### src/rtl/target_seq_pkg.sv
// Shared definitions for the target power sequencer: state encoding,
// register byte map, CTRL bit positions and the count-load helper.
package target_seq_pkg;

  typedef enum logic [2:0] {
    ST_IDLE     = 3'd0,
    ST_PWR_OFF  = 3'd1,
    ST_SETTLE   = 3'd2,
    ST_RST_HOLD = 3'd3
  } seq_state_e;

  localparam int          FIELD_W     = 24;
  localparam logic [15:0] REG_LEN     = 16'd11;

  localparam logic [15:0] BYTE_CTRL   = 16'd0;
  localparam logic [15:0] BYTE_STATUS = 16'd1;
  localparam logic [15:0] BYTE_OFF    = 16'd2;
  localparam logic [15:0] BYTE_SETTLE = 16'd5;
  localparam logic [15:0] BYTE_RST    = 16'd8;

  localparam int CTRL_START     = 0;
  localparam int CTRL_ABORT     = 1;
  localparam int CTRL_PWRCYCLE  = 2;
  localparam int CTRL_ARM_AFTER = 3;

  // A programmed count of 0 behaves like 1, so the load value is max(n,1)-1.
  function automatic logic [FIELD_W-1:0] load_value(input logic [FIELD_W-1:0] n);
    return (n == '0) ? '0 : n - 1'b1;
  endfunction

endpackage

### src/rtl/seq_downcounter.sv
// Saturating down-counter: loads a value, counts toward zero and holds there.
module seq_downcounter #(
  parameter int CNT_WIDTH = 24
) (
  input  logic                 clk,
  input  logic                 reset_i,
  input  logic                 load_i,
  input  logic [CNT_WIDTH-1:0] value_i,
  output logic                 zero_o
);

  logic [CNT_WIDTH-1:0] cnt_q;

  always_ff @(posedge clk) begin
    if (reset_i) begin
      cnt_q <= '0;
    end else if (load_i) begin
      cnt_q <= value_i;
    end else if (cnt_q != '0) begin
      cnt_q <= cnt_q - 1'b1;
    end
  end

  assign zero_o = (cnt_q == '0);

endmodule

### src/rtl/target_power_sequencer.sv
// Register-controlled power-cycle / reset-pulse sequencer driving target
// power and nRST, with an optional one-shot arm pulse when the run completes.
module target_power_sequencer
  import target_seq_pkg::*;
#(
  parameter logic [5:0] REG_ADDR  = 6'd50,
  parameter int         CNT_WIDTH = 24
) (
  input  logic        clk,
  input  logic        reset_i,
  input  logic [5:0]  reg_address,
  input  logic [15:0] reg_bytecnt,
  input  logic [7:0]  reg_datai,
  output logic [7:0]  reg_datao,
  input  logic        reg_read,
  input  logic        reg_write,
  input  logic        reg_addrvalid,
  input  logic [5:0]  reg_hypaddress,
  output logic [15:0] reg_hyplen,
  output logic        target_npower_o,
  output logic        output_nrst_o,
  output logic        enable_output_nrst_o,
  output logic        busy_o,
  output logic        arm_o
);

  seq_state_e state_q, state_d;

  logic               pwrcycle_q, arm_after_q;
  logic               start_q, abort_q;
  logic               done_q, aborted_q;
  logic [FIELD_W-1:0] off_q, settle_q, rst_q;
  logic [FIELD_W-1:0] off_sh_q, settle_sh_q, rst_sh_q;

  logic               npower_q, npower_d;
  logic               nrst_q, nrst_d;
  logic               en_q, en_d;
  logic               busy_q, busy_d;
  logic               arm_q, arm_d;

  logic               done_set, aborted_set;
  logic               cnt_load, cnt_zero;
  logic [FIELD_W-1:0] cnt_value;

  logic wr_sel, ctrl_wr, start_accept;

  assign wr_sel  = reg_write && reg_addrvalid && (reg_address == REG_ADDR);
  assign ctrl_wr = wr_sel && (reg_bytecnt == BYTE_CTRL);
  // Accepting START only when idle and with no run already pending keeps shadows stable.
  assign start_accept = ctrl_wr && reg_datai[CTRL_START] && !reg_datai[CTRL_ABORT]
                        && (state_q == ST_IDLE) && !start_q;

  always_ff @(posedge clk) begin
    if (reset_i) begin
      pwrcycle_q  <= 1'b0;
      arm_after_q <= 1'b0;
      start_q     <= 1'b0;
      abort_q     <= 1'b0;
      off_q       <= '0;
      settle_q    <= '0;
      rst_q       <= '0;
      off_sh_q    <= '0;
      settle_sh_q <= '0;
      rst_sh_q    <= '0;
    end else begin
      start_q <= start_accept;
      abort_q <= ctrl_wr && reg_datai[CTRL_ABORT];
      if (start_accept) begin
        off_sh_q    <= off_q;
        settle_sh_q <= settle_q;
        rst_sh_q    <= rst_q;
      end
      if (wr_sel) begin
        case (reg_bytecnt)
          BYTE_CTRL: begin
            pwrcycle_q  <= reg_datai[CTRL_PWRCYCLE];
            arm_after_q <= reg_datai[CTRL_ARM_AFTER];
          end
          BYTE_OFF:            off_q[7:0]      <= reg_datai;
          BYTE_OFF + 16'd1:    off_q[15:8]     <= reg_datai;
          BYTE_OFF + 16'd2:    off_q[23:16]    <= reg_datai;
          BYTE_SETTLE:         settle_q[7:0]   <= reg_datai;
          BYTE_SETTLE + 16'd1: settle_q[15:8]  <= reg_datai;
          BYTE_SETTLE + 16'd2: settle_q[23:16] <= reg_datai;
          BYTE_RST:            rst_q[7:0]      <= reg_datai;
          BYTE_RST + 16'd1:    rst_q[15:8]     <= reg_datai;
          BYTE_RST + 16'd2:    rst_q[23:16]    <= reg_datai;
          default: ;
        endcase
      end
    end
  end

  // Sticky flags: a completion event wins over a simultaneous CTRL-write clear.
  always_ff @(posedge clk) begin
    if (reset_i) begin
      done_q    <= 1'b0;
      aborted_q <= 1'b0;
    end else begin
      if (done_set)     done_q <= 1'b1;
      else if (ctrl_wr) done_q <= 1'b0;
      if (aborted_set)  aborted_q <= 1'b1;
      else if (ctrl_wr) aborted_q <= 1'b0;
    end
  end

  // State and registered outputs.
  always_ff @(posedge clk) begin
    if (reset_i) begin
      state_q  <= ST_IDLE;
      npower_q <= 1'b0;
      nrst_q   <= 1'b1;
      en_q     <= 1'b0;
      busy_q   <= 1'b0;
      arm_q    <= 1'b0;
    end else begin
      state_q  <= state_d;
      npower_q <= npower_d;
      nrst_q   <= nrst_d;
      en_q     <= en_d;
      busy_q   <= busy_d;
      arm_q    <= arm_d;
    end
  end

  always_comb begin
    state_d     = state_q;
    cnt_load    = 1'b0;
    cnt_value   = '0;
    done_set    = 1'b0;
    aborted_set = 1'b0;
    arm_d       = 1'b0;
    if (state_q == ST_IDLE) begin
      if (start_q && !abort_q) begin
        cnt_load = 1'b1;
        if (pwrcycle_q) begin
          state_d   = ST_PWR_OFF;
          cnt_value = load_value(off_sh_q);
        end else begin
          state_d   = ST_RST_HOLD;
          cnt_value = load_value(rst_sh_q);
        end
      end
    end else if (abort_q) begin
      state_d     = ST_IDLE;
      aborted_set = 1'b1;
    end else if (cnt_zero) begin
      case (state_q)
        ST_PWR_OFF: begin
          state_d   = ST_SETTLE;
          cnt_load  = 1'b1;
          cnt_value = load_value(settle_sh_q);
        end
        ST_SETTLE: begin
          state_d   = ST_RST_HOLD;
          cnt_load  = 1'b1;
          cnt_value = load_value(rst_sh_q);
        end
        default: begin
          state_d  = ST_IDLE;
          done_set = 1'b1;
          arm_d    = arm_after_q;
        end
      endcase
    end
  end

  always_comb begin
    npower_d = (state_d == ST_PWR_OFF);
    en_d     = (state_d != ST_IDLE);
    nrst_d   = (state_d == ST_IDLE);
    busy_d   = (state_d != ST_IDLE);
  end

  seq_downcounter #(
    .CNT_WIDTH (CNT_WIDTH)
  ) u_cnt (
    .clk     (clk),
    .reset_i (reset_i),
    .load_i  (cnt_load),
    .value_i (CNT_WIDTH'(cnt_value)),
    .zero_o  (cnt_zero)
  );

  always_comb begin
    reg_datao = 8'h00;
    if (reg_read && (reg_address == REG_ADDR)) begin
      case (reg_bytecnt)
        BYTE_CTRL:           reg_datao = {4'b0000, arm_after_q, pwrcycle_q, 2'b00};
        BYTE_STATUS:         reg_datao = {1'b0, aborted_q, done_q, busy_q, 1'b0, state_q};
        BYTE_OFF:            reg_datao = off_q[7:0];
        BYTE_OFF + 16'd1:    reg_datao = off_q[15:8];
        BYTE_OFF + 16'd2:    reg_datao = off_q[23:16];
        BYTE_SETTLE:         reg_datao = settle_q[7:0];
        BYTE_SETTLE + 16'd1: reg_datao = settle_q[15:8];
        BYTE_SETTLE + 16'd2: reg_datao = settle_q[23:16];
        BYTE_RST:            reg_datao = rst_q[7:0];
        BYTE_RST + 16'd1:    reg_datao = rst_q[15:8];
        BYTE_RST + 16'd2:    reg_datao = rst_q[23:16];
        default:             reg_datao = 8'h00;
      endcase
    end
  end

  assign reg_hyplen = (reg_hypaddress == REG_ADDR) ? REG_LEN : 16'd0;

  assign target_npower_o      = npower_q;
  assign output_nrst_o        = nrst_q;
  assign enable_output_nrst_o = en_q;
  assign busy_o               = busy_q;
  assign arm_o                = arm_q;

endmodule

### config.mk
export PLATFORM = sky130hd
export DESIGN_NAME = target_power_sequencer
export DESIGN_NICKNAME = d
export VERILOG_FILES = /design/src/rtl/target_seq_pkg.sv /design/src/rtl/seq_downcounter.sv /design/src/rtl/target_power_sequencer.sv
export SDC_FILE = /design/constraint.sdc
export NUM_CORES = 1
export LEC_CHECK = 0
export ABC_CLOCK_PERIOD_IN_PS = 5660
export CORE_MARGIN = 4
export CORE_UTILIZATION = 51
export DETAILED_ROUTE_END_ITERATION = 6
export DONT_BUFFER_PORTS = 1
export PLACE_DENSITY = 0.66
export SYNTH_ARGS = -nofsm -noshare
export SYNTH_HDL_FRONTEND = slang
export SYNTH_SLANG_ARGS = --single-unit
### constraint.sdc
create_clock -name clk -period 5.66 [get_ports clk]
set_input_delay 0.566 -clock clk [delete_from_list [all_inputs] [get_ports clk]]
set_output_delay 0.566 -clock clk [all_outputs]
set_load 0.01 [all_outputs]
# Word level (Yosys, flattened, before mapping)
# Index checks and enable logic that the tools add are counted.
# totals
romBits	0
input_bits	41
latchBits	0
register_bits	181
memories	0
elab_cells	115
ramBits	0
out_inout_bits	29
# classes
n_mux	34
eq_ne	15
reduce_logical	37
addsub	4
shifts	0
mul	0
bitwise	1
magnitude_cmp	0
n_div	0
# ops
operator	count
$mux 24	10
$logic_not 24->1	4
$sub 24x1->24 const B	4
$pmux 8 s11	1
$eq 16x3->1 const B	4
$eq 16x4->1 const B	3
$pmux 24 s2	1
$eq 16x2->1 const B	2
$reduce_bool 24->1	1
$reduce_and 2->1	10
$eq 16x1->1 const B	1
$logic_not 16->1	1
$mux 1	14
$eq 6x6->1 const B	2
$mux 3	4
$logic_and 1x1->1	10
$mux 8	1
$eq 3x1->1 const B	2
$logic_not 3->1	2
$reduce_bool 2->1	3
$reduce_or 6->1	1
$mux 4	1
$pmux 2 s2	1
$eq 3x2->1 const B	1
other kinds (5)	7

# Depth between registers and ports, before layout
# Gate-level depths: netlist of run 1.
# logic_depth
depth_word	7
depth_mapped	11
depth_no_buf	8

# By module
# A second synthesis of run 1 with hierarchy kept.
# unflattened
hier_cells	1214
hier_area_um2	9778.1
# modules_own_cells
mod	n_inst	seq_area_each_um2	area_each_um2	cells_each
target_power_sequencer	1	3143.0	8468.1	1053
seq_downcounter	1	480.5	1310.0	161

# Worst setup path before layout of run 1
# No wires, ideal clock.
# synth_path
path_kind	in2out
startpoint	input reg_bytecnt[10]
endpoint	output reg_datao[5]
t_required_ps	5094
t_arrival_ps	2510
setup_slack_ps	2584
n_path_buf	1
path_stages	6
cell_sequence	or4_1 nand3b_1 clkbuf_1 nor3_1 a221oi_1 a31oi_1
# synth_via
elab_chain_len	3
word_cells_on_any_way	13
classes_between	eq/ne: 10; mux: 2; reduce/logical: 1
# synth_lines
item	line_no	text
from (decl)	target_power_sequencer.sv:12	input logic [15:0] reg_bytecnt,
$eq 16x4->1, or another cell as far along	target_power_sequencer.sv:188	case (reg_bytecnt)
$pmux 8 s11 (*)	target_power_sequencer.sv:188	
$mux 8 (*)	target_power_sequencer.sv:187	if (reg_read && (reg_address == REG_ADDR)) begin
to (decl)	target_power_sequencer.sv:14	output logic [7:0] reg_datao,
# Mark *: on every way between the ends. The rest lies on a longest branch, timed or not.

# Worst setup path in the final report of run 1
# layout_path
startpoint	register u_cnt.cnt_q[0]
endpoint	register u_cnt.cnt_q[9]
# layout_via
elab_chain_len	5
word_cells_on_any_way	12
classes_between	add/sub: 1; mux: 8; reduce/logical: 3
# layout_lines
item	line_no	text
from (decl)	seq_downcounter.sv:12	logic [CNT_WIDTH-1:0] cnt_q;
from (signal assigned)	seq_downcounter.sv:18	cnt_q <= value_i;
from (signal assigned)	seq_downcounter.sv:20	cnt_q <= cnt_q - 1'b1;
parallel branches: the longest is 5 deep, another holds $sub 24x1->24	-	
# Parallel ways; which one is timed is not known. The select of a mux whose other input is x is not followed.
# A chain may end at the register's enable or synchronous reset.

==> results.toml, run 1 <==
[grt]
groute.usage.overall = 0.271
grt_start_max_net_pins = 177
grt_pass1_vias = 7880
grt_pass1_wl_um = 45500
antenna_found_initial = 0
grt-ovfl-total = 0

[sta]
max_slew_margin = 0.218
slew_viol_final = 0
fin_setup_tns_ns = 0
finalCritPeriodShare = 0.660
timing.fmax_ghz = 0.268
fin_ws_ns = 1.93
tightest_slew_ns = 1.17
rsz0062_at_grt = "no"
skew_ns = 0.0118
setup_viol = 0
period_minus_slack_ns = 3.73
finalHoldViolations = 0

[placement]
place_congestion = 0.964
dp_hpwl_um = 21800
pre_cts_slack_ns = 1.87
placed_cell_area_sq_mm = 0.00958
dp_cells = 1343
numPortBuffers = 0

[detailed_routing]
num_vias = 8614
drtPass1Iterations = 7
drt_iter0_markers = 1016
totalWireLength_um = 29600
routedWlPerCell_um = 21.5
antenna_left = 0
viasPerCell = 6.26
drc = 0

[logic_synthesis]
synth_ff_type = "dfxtp_1"
synthTopCellsByCount = "nand2_1, dfxtp_1, nor2_1"
synth_top_area_frac = 0.377
ys_warn_count = 0
synthArstFlopShare = 0
syn_avg_cell_area_sq_um = 8.09
yosysSeqAreaShare = 0.377
synth_area_leader_cell = "dfxtp_1"
synth_most_common_cell = "nand2_1"
syn_area_sq_mm = 0.00960
synth_seq_cells = 181
synth_cells = 1187
ys_top_cells_by_area = "dfxtp_1, mux2i_1, nand2_1"
ys_types = 68
synth_enable_flop_cells = 0

[layout]
syn2layout_area_growth_pct = 6.23
nets = 1181
final_area_sq_mm = 0.0102
num_antenna_cells = 0
drive_above_1_share = 0.0558
finish.utilization = 0.560
fin_cells = 1375

[job]
cap_violations = 0

[worst_setup_path]
reg2reg_from = "u_cnt.cnt_q[0]$_SDFFE_PP0P_"
critical_path_class = "reg -> reg"
worst_setup_path_end_kind = "register"
r2r-end = "u_cnt.cnt_q[9]$_SDFFE_PP0P_"
crit_required_ns = 6.00
cp_max_fo = 20
r2r_setup_slack_ns = 1.93
r2r_cells = 8
arrival_ns = 4.08
start_kind = "register"

[floorplanning]
initial_utilization = 0.527
num_rows = 49
die_h_um = 145
chipWidth_um = 145
dieArea_sq_mm = 0.0211
core_area_sq_mm = 0.0182
io_pins = 70

[clock_network]
clk_pin_slew_worst_paths_ns = 0.08
cts_hold_buf = 0
clk_path_buf_depth = 2
cts_root_buf = "clkbuf_16"
cts_sinks = 181
cts_max_level = 4
cts_made_buffers = 17
clk_latency_ns = 0.44
ctsResizeCount = 0
cts_tree = "built"
post_cts_buffers = 0

[hold_path]
hold_depth = 1
hold_end = "u_cnt.cnt_q[5]$_SDFFE_PP0P_"
min_path_type = "in -> reg"
min_from = "reset_i"

[power]
internal_power_mw = 2.22
seqPwrFrac = 0.433
clkPwrFrac = 0.378
ir_drop_mv = 0.219
swShare = 0.315
power.density_mw_per_mm2 = 317
pwr-share-comb = 0.188
p_switching_mw = 1.02
leakage_nw = 3.51

[status]
status = "completed"
==> power groups by stage <==
stage          sequential [mW]  clock (mW)  combinational [mW]
6_report                  1.40        1.22               0.609
2_1_floorplan             1.41           0               0.510
3_3_place_gp              1.43           0               0.590
5_1_grt                   1.41        1.28               0.673
4_1_cts                   1.40        1.23               0.599
3_5_place_dp              1.43           0               0.591
==> layout by cell type (no fill, tap or decap), types with 8 or more instances in the layout <==
cell type,count
and2_1,8
buf_4,8
nor2_1,125
nor3_1,37
xor2_1,43
xnor2_1,31
mux2i_1,81
a221oi_1,22
clkbuf_16,17
nand3_1,12
conb_1,13
a21oi_1,102
and3_1,10
or3_1,9
inv_1,14
nor4_1,29
o21ai_0,15
or4_1,15
a31oi_1,13
dfxtp_1,181
nand2_1,199
a22oi_1,14
==> routing by layer <==
layer | GRT usage | share of wire | vias to the layer above
met5 | 0 | 0 | -
met4 | 0.113 | 0.034 | 0
met2 | 0.406 | 0.44 | 401
met3 | 0.0483 | 0.076 | 55
li1 | - | - | 4095
met1 | 0.387 | 0.46 | 4063
==> worst max-delay path: stages, from the launching register on <==
cell and delay (ns):
dfxtp_1 0.34, inv_1 0.09, ha_1 0.20, or4b_1 0.58
or4_1 0.70, or4_4 0.56, nor2_2 0.61, a221oi_1 0.24
a221oi_2 0.31
==> stage by stage <==
step | total power [mW] | hold WS, ns
finish | 3.24 | 0.215
floorplan | 1.92 | 0.439
CTS | 3.23 | 0.205
global placement | 2.02 | 0.452
global route | 3.37 | 0.199
detailed placement | 2.02 | 0.461
==> sequential cells by signal, indices dropped and copies added (netlist names), 3 cells and up <==
name	flops
rst_sh_q	24
settle_q	24
rst_q	24
state_q	3
settle_sh_q	24
u_cnt.cnt_q	24
off_sh_q	24
off_q	24
==> worst max path at each step <==
stage,startpoint,endpoint,slack [ns],cells after the start
after floorplan,reg_bytecnt[10],reg_datao[5],2.58,6
after global placement,reg_bytecnt[10],off_sh_q[16]$_SDFFE_PP0P_,1.97,7
after detailed placement,reg_bytecnt[10],off_sh_q[19]$_SDFFE_PP0P_,1.87,7
after CTS,u_cnt.cnt_q[0]$_SDFFE_PP0P_,u_cnt.cnt_q[8]$_SDFFE_PP0P_,1.97,8
after global routing,u_cnt.cnt_q[0]$_SDFFE_PP0P_,u_cnt.cnt_q[9]$_SDFFE_PP0P_,1.72,8
final,u_cnt.cnt_q[0]$_SDFFE_PP0P_,u_cnt.cnt_q[9]$_SDFFE_PP0P_,1.93,8
==> layout make-up <==
cell class,count,area [sq um]
Sequential cell,181,3620
Fill cell,1732,8010
Multi-Input combinational cell,911,5560
Clock buffer,17,425
Tap cell,229,287
Timing Repair Buffer,8,60.1
Inverter,14,52.6
Clock inverter,15,193
==> logic make-up (layout without fill, tap and decap cells) <==
logic type / Yosys count / count (layout) / synth area share
DFF: 181 / 181 / 0.377
muxes: 81 / 81 / 0.0845
adders and majority gates: 7 / 7 / 0.00912
buffers and inverters: 107 / 54 / 0.0491
and+or+nand+nor: 507 / 507 / 0.251
xor gates and xnor gates: 74 / 74 / 0.0675
AOI/OAI and AO/OA: 229 / 229 / 0.161
other: 1 / 13 / 0.000391
Note: power is estimated with default switching activity, not from simulation.
==> run 2: changes to the inputs <==
- ABC_CLOCK_PERIOD_IN_PS: 5660 -> 3300
- PLACE_DENSITY: 0.66 -> 0.69
- clock period: 5.66 -> 3.3 ns (I/O delays scaled with it)
==> results.toml, run 2 (same netlist as run 1, synthesis figures left out) <==
[status]
status = "completed"

[sta]
rsz0062_at_grt = "no"
period_minus_slack_ns = 3.09
holdWs_ns = 0.0373
timing.fmax_ghz = 0.324
fin_setup_tns_ns = 0
slew_viol_final = 0
tightest_slew_ns = 1.05
finalCritPeriodShare = 0.935
finalHoldViolations = 0
max_slew_margin = 0.294
setup_viol = 0
skew_ns = 0.0113

[layout]
nets = 1211
nFillCells = 1686
final_area_sq_mm = 0.0104
fin_cells = 1405
final_common_cell = "nand2_1"
syn2layout_area_growth_pct = 8.77
drive_above_1_share = 0.0799
num_antenna_cells = 0
final_cell_mix = "nand2_1, dfxtp_1, nor2_1"

[placement]
dp_cells = 1370
place_congestion = 0.982
placed_cell_area_sq_mm = 0.00979
dp_hpwl_um = 22500
numPortBuffers = 0

[worst_setup_path]
cp_max_fo = 19
critical_path_class = "reg -> reg"
worst_setup_path_end_kind = "register"
start_kind = "register"
arrival_ns = 3.43
crit_required_ns = 3.65

[detailed_routing]
drc = 0
drtPass1Iterations = 6
totalWireLength_um = 31200
antenna_left = 0
drt_iter0_markers = 1054
viasPerCell = 6.32
routedWlPerCell_um = 22.2
num_vias = 8874

[grt]
grt_pass1_wl_um = 47400
grt-ovfl-total = 0
groute.usage.overall = 0.285
grt_start_max_net_pins = 118
antenna_found_initial = 0
grt_pass1_vias = 8065

[clock_network]
cts_made_buffers = 17
cts_root_buf = "clkbuf_16"
cts_sinks = 181
cts_max_level = 4
clk_path_buf_depth = 2
clk_latency_ns = 0.44
clk_pin_slew_worst_paths_ns = 0.08
cts_tree = "built"

[power]
finalPower_mw = 5.58
power.density_mw_per_mm2 = 534
leakage_nw = 3.67
ir_drop_mv = 0.351

[floorplanning]
dieArea_sq_mm = 0.0211
initial_utilization = 0.527
core_area_sq_mm = 0.0182
die_h_um = 145
chipWidth_um = 145
io_pins = 70
num_rows = 49

[hold_path]
min_path_type = "in -> reg"

[job]
cap_violations = 0
[run 2: cell types whose count changed in the layout (fill, tap and decap cells not counted), moves of 2 or more]
cell,previous run,this run
buf_16,0,2
buf_4,8,34
clkinv_8,6,0
clkinv_4,1,5
inv_8,0,2
[run 2: final timing paths]
kind	slack [ns]	endpoint	cells after the start	start
min	0.04	arm_o$_SDFF_PP0_	1	reset_i
max	0.21	u_cnt.cnt_q[7]$_SDFFE_PP0P_	9	u_cnt.cnt_q[0]$_SDFFE_PP0P_
max reg2reg	0.21	u_cnt.cnt_q[7]$_SDFFE_PP0P_	9	u_cnt.cnt_q[0]$_SDFFE_PP0P_
min reg2reg	0.47	off_sh_q[11]$_SDFFE_PP0P_	2	off_sh_q[11]$_SDFFE_PP0P_
[run 2: what timing repair did]
| item | CTS | global route |
|---|---|---|
| hold buffers | 3 | 0 |
| resized for setup | 0 | 1 |
| hold endpoints to repair | 117 | 0 |
| buffers inserted | 0 | 0 |
| endpoints found under the setup margin | 0 | 1 |
[run 2: cell type report]
cell class	count	area, sq um	share of cell area
clock inverter	14	141	0.0135
sequential	181	3620	0.347
timing repair buffer	38	340	0.0326
tap	229	287	0.0274
multi-input combinational	911	5560	0.532
clock buffer	18	439	0.0421
inverter	14	52.6	0.00503
[run 2: layer usage]
layer,routed length [um],track usage,vias up
li1,-,-,4156
met1,13300,0.394,4184
met4,1200,0.117,0
met2,13900,0.439,461
met3,2870,0.0527,73
met5,0,0,-
[run 2: where the power goes]
part	switching, mW	leakage, nW	internal [mW]
logic	0.684	1.92	0.452
clock network	0.941	0.289	1.08
registers	0.126	1.46	2.29
total	1.75	3.67	3.83
[run 2: worst max-delay path: stages (launching register included)]
cell and delay, ns:
dfxtp_1 0.33, inv_1 0.09, ha_1 0.21, or4b_1 0.46
or4_1 0.56, or4_4 0.52, nor2_2 0.13, buf_4 0.26
a221oi_1 0.15, a221oi_2 0.29
[run 2: per-stage QoR]
stage / util / setup WS [ns]
global placement: 0.538 / 0.253
floorplan: - / 0.372
CTS: 0.573 / 0.234
finish: 0.573 / 0.214
global route: 0.573 / 0.0854
detailed placement: 0.538 / 0.253
